--- src/rtl/fifo_pkg.sv ---
// Shared types and line levels for the FIFO drain-side serial transmitter.
package fifo_pkg;

    // Transmitter sequencing: fetch a word (POP/WAIT), then send start, data and stop bits.
    typedef enum logic [2:0] {
        IDLE,
        POP,
        WAIT,
        START,
        DATA,
        STOP
    } tx_state_e;

    // The serial line idles at mark level. A frame begins with a space.
    localparam logic TX_IDLE_LVL  = 1'b1;
    localparam logic TX_START_LVL = 1'b0;

endpackage

--- src/rtl/baud_divider.sv ---
// Bit-period timer: tick is high on the last clock of every BAUD_DIV-clock bit.
// clr restarts the period so that a frame's first bit gets its full length.
module baud_divider #(
    parameter int BAUD_DIV = 2
) (
    input  logic clk,
    input  logic rst,
    input  logic clr,
    output logic tick
);

    localparam int            CW   = (BAUD_DIV > 1) ? $clog2(BAUD_DIV) : 1;
    localparam logic [CW-1:0] LAST = CW'(BAUD_DIV - 1);

    logic [CW-1:0] cnt;

    assign tick = (cnt == LAST);

    // Count 0..BAUD_DIV-1 and roll over on each bit boundary.
    // NOTE: sequential state uses non-blocking assignments so every flop samples pre-edge values.
    always_ff @(posedge clk) begin
        if (rst || clr) begin
            cnt <= '0;
        end else if (tick) begin
            cnt <= '0;
        end else begin
            cnt <= cnt + CW'(1);
        end
    end

endmodule

--- src/rtl/fifo_serial_tx.sv ---
// Drain end of the FIFO: pops one word per frame and sends it on a UART-style line
// (start bit, WIDTH data bits LSB first, stop bit; each bit held BAUD_DIV clocks).
// fifo_pop, tx and busy are decoded from registered state only.
module fifo_serial_tx
    import fifo_pkg::*;
#(
    parameter int WIDTH      = 4,
    parameter int BAUD_DIV   = 2,
    parameter int RD_LATENCY = 1,
    parameter int CNT_W      = 8
) (
    input  logic             clk,
    input  logic             rst,
    input  logic             enable,
    input  logic             fifo_empty,
    input  logic [WIDTH-1:0] fifo_out,
    output logic             fifo_pop,
    output logic             tx,
    output logic             busy,
    output logic [CNT_W-1:0] frame_cnt
);

    localparam int               IDX_W    = (WIDTH > 1) ? $clog2(WIDTH) : 1;
    localparam logic [IDX_W-1:0] LAST_IDX = IDX_W'(WIDTH - 1);

    // Reject parameter values the sequencing cannot honour.
    if (BAUD_DIV < 1) begin : g_bad_baud
        $error("fifo_serial_tx: BAUD_DIV must be >= 1");
    end
    if (RD_LATENCY != 0 && RD_LATENCY != 1) begin : g_bad_latency
        $error("fifo_serial_tx: RD_LATENCY must be 0 or 1");
    end

    tx_state_e        state;
    tx_state_e        state_nxt;
    logic [WIDTH-1:0] shift_reg;
    logic [IDX_W-1:0] bit_idx;
    logic             tick;
    logic             baud_clr;
    logic             load_word;
    logic             shift_en;
    logic             frame_done;

    // Restart the bit timer on entry into START so the start bit lasts a full period.
    assign baud_clr = (state_nxt == START) && (state != START);

    baud_divider #(
        .BAUD_DIV(BAUD_DIV)
    ) u_baud (
        .clk (clk),
        .rst (rst),
        .clr (baud_clr),
        .tick(tick)
    );

    // State register.
    always_ff @(posedge clk) begin
        if (rst) begin
            state <= IDLE;
        end else begin
            state <= state_nxt;
        end
    end

    // Next-state and datapath strobes. A new pop needs enable and a non-empty FIFO
    // sampled together, both from IDLE and at the end of STOP (back-to-back frames).
    // NOTE: every output gets a default first so no path can leave it unassigned and infer a latch.
    always_comb begin
        state_nxt  = state;
        load_word  = 1'b0;
        shift_en   = 1'b0;
        frame_done = 1'b0;
        case (state)
            IDLE: begin
                if (enable && !fifo_empty) begin
                    state_nxt = POP;
                end
            end
            POP: begin
                if (RD_LATENCY == 0) begin
                    load_word = 1'b1;
                    state_nxt = START;
                end else begin
                    state_nxt = WAIT;
                end
            end
            WAIT: begin
                load_word = 1'b1;
                state_nxt = START;
            end
            START: begin
                if (tick) begin
                    state_nxt = DATA;
                end
            end
            DATA: begin
                if (tick) begin
                    shift_en = 1'b1;
                    if (bit_idx == LAST_IDX) begin
                        state_nxt = STOP;
                    end
                end
            end
            STOP: begin
                if (tick) begin
                    frame_done = 1'b1;
                    state_nxt  = (enable && !fifo_empty) ? POP : IDLE;
                end
            end
            default: begin
                state_nxt = IDLE;
            end
        endcase
    end

    // Word capture, LSB-first shifting, bit index and completed-frame counter.
    always_ff @(posedge clk) begin
        if (rst) begin
            shift_reg <= '0;
            bit_idx   <= '0;
            frame_cnt <= '0;
        end else begin
            if (load_word) begin
                shift_reg <= fifo_out;
            end else if (shift_en) begin
                shift_reg <= shift_reg >> 1;
            end

            if (state == START) begin
                bit_idx <= '0;
            end else if (shift_en) begin
                bit_idx <= bit_idx + IDX_W'(1);
            end

            if (frame_done) begin
                frame_cnt <= frame_cnt + CNT_W'(1);
            end
        end
    end

    // Moore output decode: no combinational path from the inputs.
    always_comb begin
        fifo_pop = (state == POP);
        busy     = (state != IDLE);
        case (state)
            START:   tx = TX_START_LVL;
            DATA:    tx = shift_reg[0];
            default: tx = TX_IDLE_LVL;
        endcase
    end

endmodule

--- config.mk ---
export PLATFORM = sky130hd
export DESIGN_NAME = fifo_serial_tx
export DESIGN_NICKNAME = d
export VERILOG_FILES = /design/src/rtl/fifo_pkg.sv /design/src/rtl/baud_divider.sv /design/src/rtl/fifo_serial_tx.sv
export SDC_FILE = /design/constraint.sdc
export NUM_CORES = 1
export LEC_CHECK = 0
export CORE_ASPECT_RATIO = 1.25
export CORE_UTILIZATION = 40
export DETAILED_ROUTE_END_ITERATION = 8
export MAX_ROUTING_LAYER = met4
export PLACE_DENSITY_LB_ADDON = 0.08
export SLEW_MARGIN = 20
export SYNTH_ARGS = -nofsm -noshare
export SYNTH_HDL_FRONTEND = slang
export SYNTH_SLANG_ARGS = --single-unit
--- constraint.sdc ---
create_clock -name clk -period 1.3 [get_ports clk]
set_input_delay 0.39 -clock clk [delete_from_list [all_inputs] [get_ports clk]]
set_output_delay 0.39 -clock clk [all_outputs]
set_load 0.05 [all_outputs]
==> flow_metrics.py, run 1 <==
metrics = {
    "outcome": {
        "run_status": "finished, violations left",
        "violations": "negative setup slack",
    },
    "pwr": {
        "power.density_nw_per_um2": 749,
        "p_leak_nw": 0.554,
        "irDropWorstVdd_v": 0.000737,
        "power_w": 0.00109,
    },
    "sta": {
        "finalHoldViolCount": 0,
        "max_freq_mhz": 606,
        "tightest_slew_ns": 0.311,
        "period_needed_ns": 1.65,
        "relSlewSlack_pct": 79.2,
        "layout_setup_ws_ns": -0.351,
        "finalSetupViolCount": 16,
        "tns_ns": -2.19,
        "fin_worst_skew_ns": 0.00527,
        "rsz0062_at_grt": "yes",
        "post-route-period-util_pct": 127,
        "finalMaxSlewViolations": 0,
    },
    "flow_run": {
        "cap_viol_max_count": 0,
    },
    "detailed_routing": {
        "wl_per_cell_um": 12.6,
        "num_vias": 836,
        "routed_wl_um": 2050,
        "ant_nets": 0,
        "vias_per_cell": 5.16,
        "firstDrtPassIters": 4,
        "drc": 0,
        "drt-initial-drc-count": 12,
    },
    "clocking": {
        "cts_tree": "built",
        "cts-root-buf": "clkbuf_4",
        "cts_htree_levels": 1,
        "clkLatencyLatePin_ns": 0.30,
        "cts_buffer_depth": 2,
        "cts_hold_buf": 0,
        "cts.sinks": 18,
        "cts.clk_slew.worst_paths_ns": 0.10,
        "numCtsBuffers": 3,
    },
    "synth": {
        "syn_inst": 100,
        "ys_seq_elements": 18,
        "netlist_area_sq_um": 897,
        "synth_nets": 110,
        "ys_warn_count": 0,
        "yosysSeqAreaShare_pct": 40.2,
        "synth_cell_types": 36,
        "synth_top_flop_cell": "dfxtp_1",
        "avgSynthCellArea_sq_um": 8.97,
        "async_flop_share_pct": 0,
        "synth-edff-count": 0,
    },
    "global_routing": {
        "grt_pass1_vias": 759,
        "antenna_found_initial": 0,
        "grt_pass1_wl_um": 3080,
        "grt_max_degree": 12,
        "grt_use_total_pct": 18.4,
        "overflow": 0,
    },
    "min_path": {
        "hp-class": "reg -> reg",
    },
    "placed_design": {
        "pre_cts_ws_ns": -0.212,
        "post_dp_cell_area_sq_um": 1320,
        "gp_congestion": 0.717,
        "port_buffers": 18,
        "dp.final_hpwl_um": 1420,
        "dp.cells": 154,
    },
    "final_layout": {
        "area_delta_synth_final_pct": 62.1,
        "final_cell_mix": "buf_4, buf_12, a21oi_1, nor2_1",
        "final_cells": 162,
        "fin_nets": 143,
        "post-route-cell-area_sq_um": 1450,
        "largest_reg_flops": 8,
        "antennaDiodeCount": 0,
        "drive_above_1_share_pct": 43.2,
        "final_common_cell": "buf_4",
    },
    "floorplan": {
        "rows": 18,
        "core_area_sq_um": 2050,
        "dieArea_sq_um": 2440,
        "chipHeight_um": 55.0,
        "die_width_um": 44.4,
        "start_util_pct": 43.8,
        "io_pins": 19,
    },
    "worst_setup_path": {
        "start_kind": "register",
        "crit_required_ns": 0.91,
        "worstSetupEndpointType": "output port",
        "r2r_setup_slack_ns": -0.26,
        "crit_type": "reg -> out",
        "path_max_fanout": 3,
        "worst-endpoint-arrival_ns": 1.26,
    },
}
## what timing repair did
| action | in CTS | in global routing |
|---|---|---|
| pin swaps | 3 | 6 |
| setup endpoints to repair | 15 | 18 |
| resized for setup | 11 | 9 |
| buffers inserted | 2 | 2 |
## final timing paths
kind,startpoint,to,depth (start not counted)
setup / recovery,state[1],busy,3
hold / removal,shift_reg[3],shift_reg[3],2
setup reg to reg,state[1],frame_cnt[7],3
hold reg to reg,shift_reg[3],shift_reg[3],2
## synthesized netlist by cell type (2+ instances only)
master    count  share of area (%)
nor2_1        9                3.8
buf_2         2                1.1
or3_1         2                1.4
nand2b_1      2                1.4
or4_1         4                3.3
a211oi_1      3                2.5
inv_1         3                1.3
nand2_1       7                2.9
o21bai_1      2                1.7
nor3b_1       3                2.5
clkbuf_1      5                2.1
a21oi_1       8                4.5
mux2i_1       5                5.6
nand3b_1      2                1.7
dfxtp_1      18                 40
o31ai_1       4                3.3
ha_1          2                2.8
## metal layers
layer	wire [um]	global-route usage (%)	vias up
li1	-	-	428
met1	918	20.6	384
met2	1010	29.7	19
met3	60	2.27	5
met4	54	14.6	0
met5	0	-	-
## cell families after synthesis
logic type | share of synthesized area, %
AND/OR/NAND/NOR | 26.5
XOR/XNOR | 1.95
buffers and inverters | 5.72
adder cells (fa/ha/maj) | 2.79
AO/OA/AOI/OAI | 16.0
flip-flops | 40.2
multiplexers | 6.83
## metrics by stage
stage | hold slack [ns] | util [%]
3_3_place_gp | 0.473 | 64.5
6_report | 0.497 | 70.9
3_5_place_dp | 0.493 | 64.5
5_1_grt | 0.515 | 70.9
4_1_cts | 0.510 | 68.4
2_1_floorplan | 0.450 | -
## power breakdown
part           leakage [nW]  switching, W  internal [W]
Clock                0.0154      0.000178      0.000112
Sequential            0.153     0.0000193      0.000563
Combinational         0.386     0.0000952      0.000121
## worst max-delay path: stages (launching register included)
cell     delay (ns)
dfxtp_2        0.35
buf_6          0.12
or3_4          0.33
buf_8          0.16
## layout make-up
cell class / instances / area, sq um
Fill cell: 151 / 596
Inverter: 3 / 11.3
Timing Repair Buffer: 36 / 447
Clock buffer: 3 / 22.5
Clock inverter: 1 / 3.75
Sequential cell: 18 / 387
Multi-Input combinational cell: 71 / 546
Tap cell: 30 / 37.5
(Power assumes the default switching activity.)
==> inputs of run 2 (changes only) <==
- CORE_UTILIZATION: 40 -> 44
==> run 2 against run 1 <==
Against the previous run:
- the flow still finishes with violations (negative setup slack)
- wire length rose by 2.4%
- critical path depth rose by 2
- clock skew fell by 0.0039 ns
- die area fell by 8.7%
- global-route usage rose by 2.2 points
- sequential share of layout area fell by 0.66 points
- first-iteration DRC count fell by 67%
- setup slack got worse by 0.018 ns
- design area rose by 1.9%
- worst hold slack got worse by 0.0082 ns
- sequential power barely moved
- largest power group unchanged
- highest routed layer unchanged
==> flow_metrics.py, run 2 (synthesis results as in run 1) <==
metrics = {
    "global_routing": {
        "grt_pass1_wl_um": 3390,
        "antenna_found_initial": 0,
        "grt_max_degree": 12,
        "grt_pass1_vias": 797,
        "overflow": 0,
        "grt_use_total_pct": 20.6,
    },
    "placed_design": {
        "port_buffers": 18,
        "gp_congestion": 0.795,
        "dp.final_hpwl_um": 1350,
        "pre_cts_ws_ns": -0.155,
    },
    "min_path": {
        "hp-class": "reg -> reg",
    },
    "clocking": {
        "cts.clk_slew.worst_paths_ns": 0.10,
        "numCtsBuffers": 3,
        "cts_buffer_depth": 2,
        "cts_hold_buf": 0,
        "clkLatencyLatePin_ns": 0.30,
        "cts_tree": "built",
        "cts-root-buf": "clkbuf_4",
        "cts_htree_levels": 1,
        "cts.sinks": 18,
    },
    "worst_setup_path": {
        "worstSetupEndpointType": "output port",
        "slowest_stage": "dfxtp_2",
        "start_kind": "register",
        "worst-endpoint-arrival_ns": 1.28,
        "crit_buf_inv": 2,
        "cpPeakStageDelay_ns": 0.35,
        "crit_required_ns": 0.91,
        "path_max_fanout": 4,
        "path_delay_family": "flip-flops",
        "worstPathCellList": "buf_6 > nor2_4 > nand2_2 > o22a_4 > buf_12",
        "crit_type": "reg -> out",
    },
    "sta": {
        "finalHoldViolCount": 0,
        "relSlewSlack_pct": 82.2,
        "tightest_slew_ns": 0.267,
        "tns_ns": -3.66,
        "max_freq_mhz": 599,
        "layout_setup_ws_ns": -0.369,
        "rsz0062_at_grt": "yes",
        "period_needed_ns": 1.67,
        "finalSetupViolCount": 17,
        "post-route-period-util_pct": 128,
        "fin_worst_skew_ns": 0.00140,
        "finalMaxSlewViolations": 0,
    },
    "detailed_routing": {
        "wl_per_cell_um": 13.4,
        "vias_per_cell": 5.51,
        "ant_nets": 0,
        "num_vias": 865,
        "drt-initial-drc-count": 4,
        "drc": 0,
        "routed_wl_um": 2100,
        "firstDrtPassIters": 4,
    },
    "pwr": {
        "p_leak_nw": 0.581,
        "irDropWorstVdd_v": 0.000609,
        "power.density_nw_per_um2": 754,
    },
    "final_layout": {
        "area_delta_synth_final_pct": 65.1,
        "antennaDiodeCount": 0,
        "drive_above_1_share_pct": 47.1,
        "final_cell_mix": "buf_4, buf_12, nor2_1",
        "fin_nets": 149,
        "final_common_cell": "buf_4",
        "largest_reg_flops": 8,
    },
    "floorplan": {
        "die_width_um": 42.4,
        "chipHeight_um": 52.5,
        "io_pins": 19,
        "rows": 17,
        "core_area_sq_um": 1830,
        "start_util_pct": 49.0,
        "dieArea_sq_um": 2220,
    },
    "outcome": {
        "violations": "negative setup slack",
        "run_status": "finished, violations left",
    },
    "flow_run": {
        "cap_viol_max_count": 0,
    },
}
-- run 2: per-layer routing --
layer,vias up,track usage (%),wire length [um]
li1,440,-,-
met1,405,24.3,941
met2,15,35.6,1070
met3,5,2.07,41
met4,0,9.38,38
met5,-,-,0
-- run 2: timing repair --
| action | CTS | global route |
|---|---|---|
| setup endpoints to repair | 14 | 20 |
| buffers inserted | 4 | 5 |
| pin swaps | 9 | 4 |
| resized for setup | 17 | 3 |
-- run 2: worst register-to-register path, stage by stage, from the launching register on --
cell and delay [ns]:
dfxtp_2 0.35, buf_6 0.13, buf_4 0.12, buf_4 0.12, buf_6 0.10, and4bb_4 0.39
mux2i_1 0.10, a211oi_1 0.22
-- run 2: layout make-up --
cell class | instances | area (sq um)
multi-input cells | 71 | 548
repair buffers | 42 | 488
flip-flops and latches | 18 | 384
fillers | 118 | 348
well taps | 19 | 23.8
clock buffers | 3 | 22.5
inverters | 3 | 11.3
clock inverters | 1 | 3.75
-- run 2: worst paths after layout --
path / start / endpoint / slack, ns / cells after the start
max: state[1] / tx / -0.37 / 5
min: shift_reg[3] / shift_reg[3] / 0.49 / 2
max reg2reg: state[1] / shift_reg[2] / -0.32 / 7
min reg2reg: shift_reg[3] / shift_reg[3] / 0.49 / 2
-- run 2: per-stage QoR --
stage / hold slack, ns / std cells / area (sq um) / power [W] / util, %
after floorplan: 0.450 / 100 / 962 / 0.000702 / -
after global placement: 0.474 / 144 / 1320 / 0.000781 / 72.0
after detailed placement: 0.482 / 144 / 1320 / 0.000784 / 72.0
after CTS: 0.498 / 152 / 1430 / 0.00110 / 78.2
after global routing: 0.518 / 157 / 1480 / 0.00116 / 81.0
final: 0.489 / 157 / 1480 / 0.00112 / 81.0
-- run 2: where the power goes --
part	internal (W)	switching, W	total, W
registers	0.000565	0.0000185	0.000583
logic	0.000140	0.000103	0.000243
clock network	0.000112	0.000178	0.000290
total	0.000817	0.000300	0.00112
